### src/rtl/cpu_mem_responder.sv
// Arbitrates CPU imem/dmem requests onto one single-ported downstream memory.
// Define CPU_MEM_ARB_RR_EN for round-robin contention handling (default: dmem priority).
module cpu_mem_responder #(
    parameter int unsigned TIMEOUT_CYCLES = 1023
) (
    input  logic        clk,
    input  logic        rst,
    input  logic        imem_read,
    input  logic [31:0] imem_address,
    output logic        imem_resp,
    output logic [31:0] imem_rdata,
    input  logic        dmem_read,
    input  logic        dmem_write,
    input  logic [31:0] dmem_address,
    input  logic [3:0]  dmem_wmask,
    input  logic [31:0] dmem_wdata,
    output logic        dmem_resp,
    output logic [31:0] dmem_rdata,
    output logic        mem_read,
    output logic        mem_write,
    output logic [31:0] mem_address,
    output logic [3:0]  mem_wmask,
    output logic [31:0] mem_wdata,
    input  logic        mem_resp,
    input  logic [31:0] mem_rdata,
    output logic        err
);

    localparam int unsigned CNT_W = (TIMEOUT_CYCLES > 1) ? $clog2(TIMEOUT_CYCLES) : 1;
    localparam logic [CNT_W-1:0] CNT_LAST = CNT_W'(TIMEOUT_CYCLES - 1);

    typedef enum logic [2:0] {
        IDLE   = 3'd0,
        BUSY_I = 3'd1,
        BUSY_D = 3'd2,
        RESP_I = 3'd3,
        RESP_D = 3'd4
    } state_t;

    state_t           state_r;
    logic [CNT_W-1:0] cnt_r;
    logic             op_write_r;
    logic             dreq_s;
    logic             any_req_s;
    logic             grant_d_s;
    logic             unused_addr_s;

    // Byte offsets are dropped because the downstream memory is word-addressed.
    assign unused_addr_s = ^{imem_address[1:0], dmem_address[1:0]};

`ifdef CPU_MEM_ARB_RR_EN
    logic last_d_r;

    // Remember which port won the most recent grant; reset leaves dmem favoured.
    always_ff @(posedge clk) begin
        if (rst) begin
            last_d_r <= 1'b0;
        end else if (state_r == IDLE && any_req_s) begin
            last_d_r <= grant_d_s;
        end else begin
            last_d_r <= last_d_r;
        end
    end
`endif

    // Pick the port to serve when the FSM is idle.
    always_comb begin
        dreq_s    = dmem_read | dmem_write;
        any_req_s = dreq_s | imem_read;
        grant_d_s = dreq_s;
        if (dreq_s && imem_read) begin
`ifdef CPU_MEM_ARB_RR_EN
            grant_d_s = ~last_d_r;
`else
            grant_d_s = 1'b1;
`endif
        end else begin
            grant_d_s = dreq_s;
        end
    end

    // Transaction FSM with registered downstream strobes and responses.
    always_ff @(posedge clk) begin
        if (rst) begin
            state_r     <= IDLE;
            cnt_r       <= '0;
            op_write_r  <= 1'b0;
            imem_resp   <= 1'b0;
            imem_rdata  <= 32'h0000_0000;
            dmem_resp   <= 1'b0;
            dmem_rdata  <= 32'h0000_0000;
            mem_read    <= 1'b0;
            mem_write   <= 1'b0;
            mem_address <= 32'h0000_0000;
            mem_wmask   <= 4'b0000;
            mem_wdata   <= 32'h0000_0000;
            err         <= 1'b0;
        end else begin
            case (state_r)
                IDLE: begin
                    cnt_r <= '0;
                    if (any_req_s && grant_d_s) begin
                        // A simultaneous read+write strobe is handled as a write.
                        op_write_r <= dmem_write;
                        if (dmem_write && dmem_wmask == 4'b0000) begin
                            state_r <= RESP_D;
                        end else begin
                            mem_address <= {dmem_address[31:2], 2'b00};
                            mem_wmask   <= dmem_write ? dmem_wmask : 4'b0000;
                            mem_wdata   <= dmem_write ? dmem_wdata : 32'h0000_0000;
                            mem_read    <= ~dmem_write;
                            mem_write   <= dmem_write;
                            state_r     <= BUSY_D;
                        end
                    end else if (any_req_s) begin
                        op_write_r  <= 1'b0;
                        mem_address <= {imem_address[31:2], 2'b00};
                        mem_wmask   <= 4'b0000;
                        mem_wdata   <= 32'h0000_0000;
                        mem_read    <= 1'b1;
                        mem_write   <= 1'b0;
                        state_r     <= BUSY_I;
                    end else begin
                        state_r <= IDLE;
                    end
                end
                BUSY_I, BUSY_D: begin
                    if (mem_resp) begin
                        mem_read  <= 1'b0;
                        mem_write <= 1'b0;
                        cnt_r     <= '0;
                        if (state_r == BUSY_I) begin
                            imem_resp  <= 1'b1;
                            imem_rdata <= mem_rdata;
                            state_r    <= RESP_I;
                        end else begin
                            dmem_resp  <= 1'b1;
                            dmem_rdata <= op_write_r ? 32'h0000_0000 : mem_rdata;
                            state_r    <= RESP_D;
                        end
                    end else if (cnt_r == CNT_LAST) begin
                        mem_read  <= 1'b0;
                        mem_write <= 1'b0;
                        cnt_r     <= '0;
                        err       <= 1'b1;
                        if (state_r == BUSY_I) begin
                            imem_resp  <= 1'b1;
                            imem_rdata <= 32'h0000_0000;
                            state_r    <= RESP_I;
                        end else begin
                            dmem_resp  <= 1'b1;
                            dmem_rdata <= 32'h0000_0000;
                            state_r    <= RESP_D;
                        end
                    end else begin
                        cnt_r <= cnt_r + CNT_W'(1);
                    end
                end
                RESP_I: begin
                    if (!imem_resp) begin
                        imem_resp <= 1'b1;
                    end else begin
                        imem_resp  <= 1'b0;
                        imem_rdata <= 32'h0000_0000;
                        state_r    <= IDLE;
                    end
                end
                RESP_D: begin
                    // Zero-mask writes arrive here with the pulse not yet raised.
                    if (!dmem_resp) begin
                        dmem_resp <= 1'b1;
                    end else begin
                        dmem_resp  <= 1'b0;
                        dmem_rdata <= 32'h0000_0000;
                        state_r    <= IDLE;
                    end
                end
                default: begin
                    state_r   <= IDLE;
                    mem_read  <= 1'b0;
                    mem_write <= 1'b0;
                    imem_resp <= 1'b0;
                    dmem_resp <= 1'b0;
                end
            endcase
        end
    end

endmodule

### config.mk
export PLATFORM = sky130hd
export DESIGN_NAME = cpu_mem_responder
export DESIGN_NICKNAME = d
export VERILOG_FILES = /design/src/rtl/cpu_mem_responder.sv
export SDC_FILE = /design/constraint.sdc
export NUM_CORES = 1
export LEC_CHECK = 0
export BUFFER_PORTS_ARGS = -buffer_cell sky130_fd_sc_hd__buf_2
export CAP_MARGIN = 20
export CORE_MARGIN = 5
export CORE_UTILIZATION = 49
export CTS_CLUSTER_DIAMETER = 60
export DETAILED_ROUTE_END_ITERATION = 10
export PLACE_DENSITY = 0.82
export SLEW_MARGIN = 20
export SYNTH_ARGS = -nofsm -noshare
export SYNTH_HDL_FRONTEND = slang
export SYNTH_SLANG_ARGS = --single-unit
### constraint.sdc
create_clock -name clk -period 2.8 [get_ports clk]
set_input_delay 0.28 -clock clk [delete_from_list [all_inputs] [get_ports clk]]
set_output_delay 0.28 -clock clk [all_outputs]
set_load 0.005 [all_outputs]
# ---- Yosys cells after proc, flatten, opt, wreduce, memory -nomap -nowiden
# Index checks and enable logic that the tools add are counted.
# W data, S select, Z words.
dict set report classes {
  addsub 1
  multipliers 0
  n_div 0
  magnitude_cmp 0
  n_eq_ne 13
  n_shift 0
  n_mux 58
  n_bitwise 7
  reduce_logical 22
}
# operator n
set ops {}
lappend ops {{$mux W32} 18}
lappend ops {{$pmux W32 S2} 2}
lappend ops {{$mux W3} 7}
lappend ops {{$mux W10} 2}
lappend ops {{$pmux W10 S2} 1}
lappend ops {{$mux W1} 19}
lappend ops {{$mux W4} 4}
lappend ops {{$pmux W1 S3} 4}
lappend ops {{$pmux W3 S4} 1}
lappend ops {{$reduce_and A4 Y1} 3}
lappend ops {{$add A10 B1 Y10 const B} 1}
lappend ops {{$eq A10 B10 Y1 const B} 1}
lappend ops {{$ne A2 B2 Y1 const B} 5}
lappend ops {{$ne A3 B3 Y1 const B} 3}
lappend ops {{$reduce_and A3 Y1} 3}
lappend ops {{$reduce_bool A2 Y1} 4}
lappend ops {{$reduce_or A2 Y1} 4}
lappend ops {{$eq A3 B2 Y1 const B} 2}
lappend ops {{$reduce_and A2 Y1} 3}
lappend ops {{$not A1 Y1} 5}
lappend ops {{$logic_not A4 Y1} 1}
lappend ops {{$eq A3 B1 Y1 const B} 1}
lappend ops {{$eq A3 B3 Y1 const B} 1}
lappend ops {{$logic_and A1 B1 Y1} 3}
lappend ops {{2 further kinds} 3}
dict set report totals {
  register_bits 151
  latchBits 0
  ram_bits 0
  mem_bits_ro 0
  input_bits 138
  elab_cells 114
  memories 0
}

# ---- Depth between registers and ports, before layout
dict set report logic_depth {
  word_depth 6
  depth_mapped 8
  depth_no_buf 6
}

# ---- Worst setup path after synthesis
# OpenSTA, ideal clock, no wires.
dict set report synth_timing {
  path_kind {reg-to-reg}
  from {reg cnt_r[0]}
  to {reg dmem_rdata[10]}
  setup_time_ps 72
  arrival_ps 1796
  slack_ps 932
  stages_incl_launch_ff 9
  n_path_buf 2
  synth_period_minus_slack_ps 1868
  path_cell_list {dfxtp_1 > inv_1 > ha_1 > and4_1 > and3_1 > buf_2 > o211ai_2 > buf_4 > mux2i_1}
}
dict set report synth_between {
  elab_chain_cells 3
}
# element line
set synth_lines {}
lappend synth_lines {{start: declaration} 41} ;# logic [CNT_W-1:0] cnt_r;
lappend synth_lines {{start signal: assignment} 156} ;# cnt_r <= cnt_r + CNT_W'(1);
lappend synth_lines {{$eq A10 B10 Y1} 141} ;# end else if (cnt_r == CNT_LAST) begin
lappend synth_lines {{$ne A3 B3 Y1 (no line)} -}
lappend synth_lines {{$reduce_and A4 Y1 (no line)} -}
lappend synth_lines {{end signal: assignment} 138} ;# dmem_rdata <= op_write_r ? 32'h0000_0000 : mem_rdata;
lappend synth_lines {{end: declaration} 18} ;# output logic [31:0] dmem_rdata,
# No other way between the ends.
# A chain may end at the register's enable or synchronous reset.

# ---- Final worst setup path
dict set report layout_timing {
  from {reg state_r[1]}
  to {reg dmem_rdata[5]}
}
dict set report layout_between {
  elab_chain_cells 4
  elab_cells_between_ends 10
  cone_classes {6 x eq/ne; 1 x mux; 3 x reduce/logical}
}
# element line
set layout_lines {}
lappend layout_lines {{start: declaration} 40} ;# state_t state_r;
lappend layout_lines {{start signal: assignment} 85} ;# state_r <= IDLE;
lappend layout_lines {{start signal: assignment} 106} ;# state_r <= RESP_D;
lappend layout_lines {{start signal: assignment} 113} ;# state_r <= BUSY_D;
lappend layout_lines {{$eq A3 B1 Y1 or $eq A3 B2 Y1 (tied branches)} {99, 132, 146}}
lappend layout_lines {{$reduce_or A2 Y1} 99} ;# case (state_r)
lappend layout_lines {{$ne A3 B3 Y1 (no line), or another cell as far along} -}
lappend layout_lines {{$reduce_and A4 Y1 (no line)} -}
# Several ways; a longest one is shown, not always the timed one.

==> results.tsv <==
stage	metric	value	unit
hold_path	hold_path.class	in2reg	
timing	setup_tns	0	ps
cells_and_area	nNetsFinal	1111	
clock_network	cts_tree	built	
worst_setup_path	crit_family	flip-flops	
worst_setup_path	cpPeakStageDelay	580	ps
power_and_ir_drop	ir_drop	0.537	mV
routing	wl_per_cell	15.9	um
outcome	status	complete, no violations	
floorplan	die_x	126	um
routing	routed_wl	18400	um
cells_and_area	final_common_cell	buf_2	
clock_network	cts.sinks	149	
floorplan	die_area	15800	um2
timing	rsz0062_at_grt	false	
timing	worst_slack	709	ps
power_and_ir_drop	p_total	7.99	mW
floorplan	die-height	126	um
clock_network	cts_hold_buf	0	
worst_setup_path	cp_data_arrival_time	2420	ps
global_route	grt_max_degree	74	
place	gp_congestion	0.823	
clock_network	cts_max_level	4	
place	pre_cts_ws	431	ps
worst_setup_path	crit_type	reg2reg	
routing	dr.max_layer_used	met4	
place	portBuffers	268	
clock_network	cts_setup_buffers	0	
worst_setup_path	cp_num_buf_inv	1	
synthesis	synthFlopType	dfxtp_1	
routing	via_per_inst	5.35	
synthesis	ys_top_cells_by_area	dfxtp_1, mux2i_1, nand2_1, a311oi_2, nor2_1	
global_route	grt_first_pass_wirelength	29000	um
cells_and_area	area_delta_synth_final	30.9	%
routing	wl_met1	7470	um
power_and_ir_drop	p_clk_frac	0.287	
timing	max_slew_margin	0.541	
timing	slew_violations	0	
floorplan	core	13200	um2
clock_network	max-clock-path-buffers	2	
synthesis	yosys.area.top_type_share	0.456	
routing	dr_total_vias	6198	
routing	drc	0	
routing	drtAntennaViolNets	0	
timing	period_minus_slack	2090	ps
worst_setup_path	cp_max_fo	32	
timing	timing.final.crit_share	0.747	
power_and_ir_drop	p_per_area	932	nW/um2
place	dp.cells	1128	
worst_setup_path	critPathRequiredTime	3130	ps
global_route	overflow	0	
clock_network	clkTransAtPathRegs	60	ps
cells_and_area	final_cell_mix	buf_2, nand2_1, dfxtp_1, nor2_1, mux2i_1	
power_and_ir_drop	power.switching	2.78	mW
synthesis	ys_warn_count	0	
synthesis	synthArstFlopShare	0	
routing	met2_length	9260	um
run	drv_cap	0	
clock_network	clock_tree.root_cell	clkbuf_16	
timing	setup_viol	0	
timing	fmax	478	MHz
place	dp_hpwl	12700	um
timing	hold_viol	0	
floorplan	rows	42	
global_route	grt_pass1_vias	5814	
synthesis	netlist_area	6550	um2
synthesis	yosysUniqueCellTypes	43	
power_and_ir_drop	p_int	5.21	mW
floorplan	start_util	0.496	
floorplan	ioPinCount	275	
global_route	antenna_found_initial	0	
worst_setup_path	crit_slowest_cell	dfxtp_1	
cells_and_area	drive_gt1_frac	0.359	
worst_setup_path	critPathLaunchType	flip-flop	
clock_network	cts_inserted_buffers	17	
synthesis	syn_avg_cell_area	8.91	um2
power_and_ir_drop	p_sw_frac	0.348	
clock_network	cts_resized	0	
routing	drtIter0Drc	457	
power_and_ir_drop	p_comb_frac	0.363	
worst_setup_path	crit_chain	xnor2_1 > or3_1 > o211ai_4 > buf_12 > mux2i_1	
synthesis	ys_ff_latch	149	
timing	skew	8.00	ps
cells_and_area	fin_cells	1158	
routing	wl_met3	1150	um
synthesis	synth_edf_count	0	
power_and_ir_drop	pwr-share-seq	0.351	
global_route	track_usage	0.223	
routing	firstDrtPassIters	4	
synthesis	ys_seq_area_frac	0.456	
worst_setup_path	end_kind	flip-flop	
power_and_ir_drop	p_leak	4.20	nW
synthesis	synth_area_leader_cell	dfxtp_1	
clock_network	clk_latency	410	ps
cells_and_area	diodes	0	
timing	tightest_slew	684	ps
synthesis	syn_inst	735	
flip-flops by register name (all words and copies together) (netlist names):
name,flops
cnt_r,10
err,1
imem_rdata,32
mem_read,1
mem_wdata,32
dmem_rdata,32
op_write_r,1
dmem_resp,1
imem_resp,1
mem_address,30
mem_write,1
state_r,3
mem_wmask,4
cell type report:
class	count	area [um2]
sequential	149	2980
inverter	3	11.3
tap	176	220
clock buffer	19	443
fill	1115	4620
clock inverter	11	150
multi-input combinational	516	3250
timing repair buffer	284	1510
worst paths after layout:
check	start	end	slack (ps)	depth (start not counted)
worst max register to register	state_r[1]	dmem_rdata[5]	710	5
worst min register to register	dmem_rdata[25]	dmem_rdata[25]	450	2
worst min-delay path	dmem_wdata[20]	mem_wdata[20]	110	3
worst max-delay path	state_r[1]	dmem_rdata[5]	710	5
power groups by stage:
| stage | Sequential [mW] | Combinational [mW] | Clock (mW) |
|---|---|---|---|
| 3_5_place_dp | 2.83 | 2.89 | 0 |
| 4_1_cts | 2.80 | 2.90 | 2.34 |
| 3_3_place_gp | 2.82 | 2.86 | 0 |
| 5_1_grt | 2.85 | 3.15 | 2.44 |
| 6_report | 2.80 | 2.90 | 2.29 |
| 2_1_floorplan | 2.84 | 2.04 | 0 |
kinds of logic (layout without fill, tap and decap cells):
logic type                 Yosys count  in the layout  synth area share
xor gates and xnor gates             7              7           0.00936
adders and majority gates            2              2           0.00382
buffers and inverters               71            317            0.0533
other                                1              2          0.000573
muxes                               65             65            0.0994
and+or+nand+nor                    306            306             0.203
DFF                                149            149             0.456
AOI/OAI and AO/OA                  134            134             0.175
worst min-delay path, delay by kind of cell:
family	cells	cell delay [ps]
AOI/OAI and AO/OA	1	60
buffers and inverters	1	70
and+or+nand+nor	1	70
cell usage after synthesis, types with 5 or more instances:
master    count
o21ai_0      36
nand3_1       6
buf_4        13
and3_1       34
mux2i_1      65
a311oi_2     30
nand2_1     165
dfxtp_1     149
or3_1         5
buf_2         9
a22oi_1      36
nor3_1        9
clkbuf_1     42
nor2_1       73
a21oi_1      12
metrics by stage:
step | hold WS [ps] | area (um2) | util
finish | 115 | 8570 | 0.650
global route | 94.1 | 8570 | 0.650
global placement | 442 | 7980 | 0.605
floorplan | 442 | 6550 | -
detailed placement | 450 | 7980 | 0.605
CTS | 96.4 | 8570 | 0.650
per-layer routing:
metal,global-route usage,vias to the layer above
met5,0,-
met3,0.0682,47
li1,-,3034
met1,0.271,2908
met2,0.370,209
met4,0.0842,0
Power figures use the tool's default switching activity.
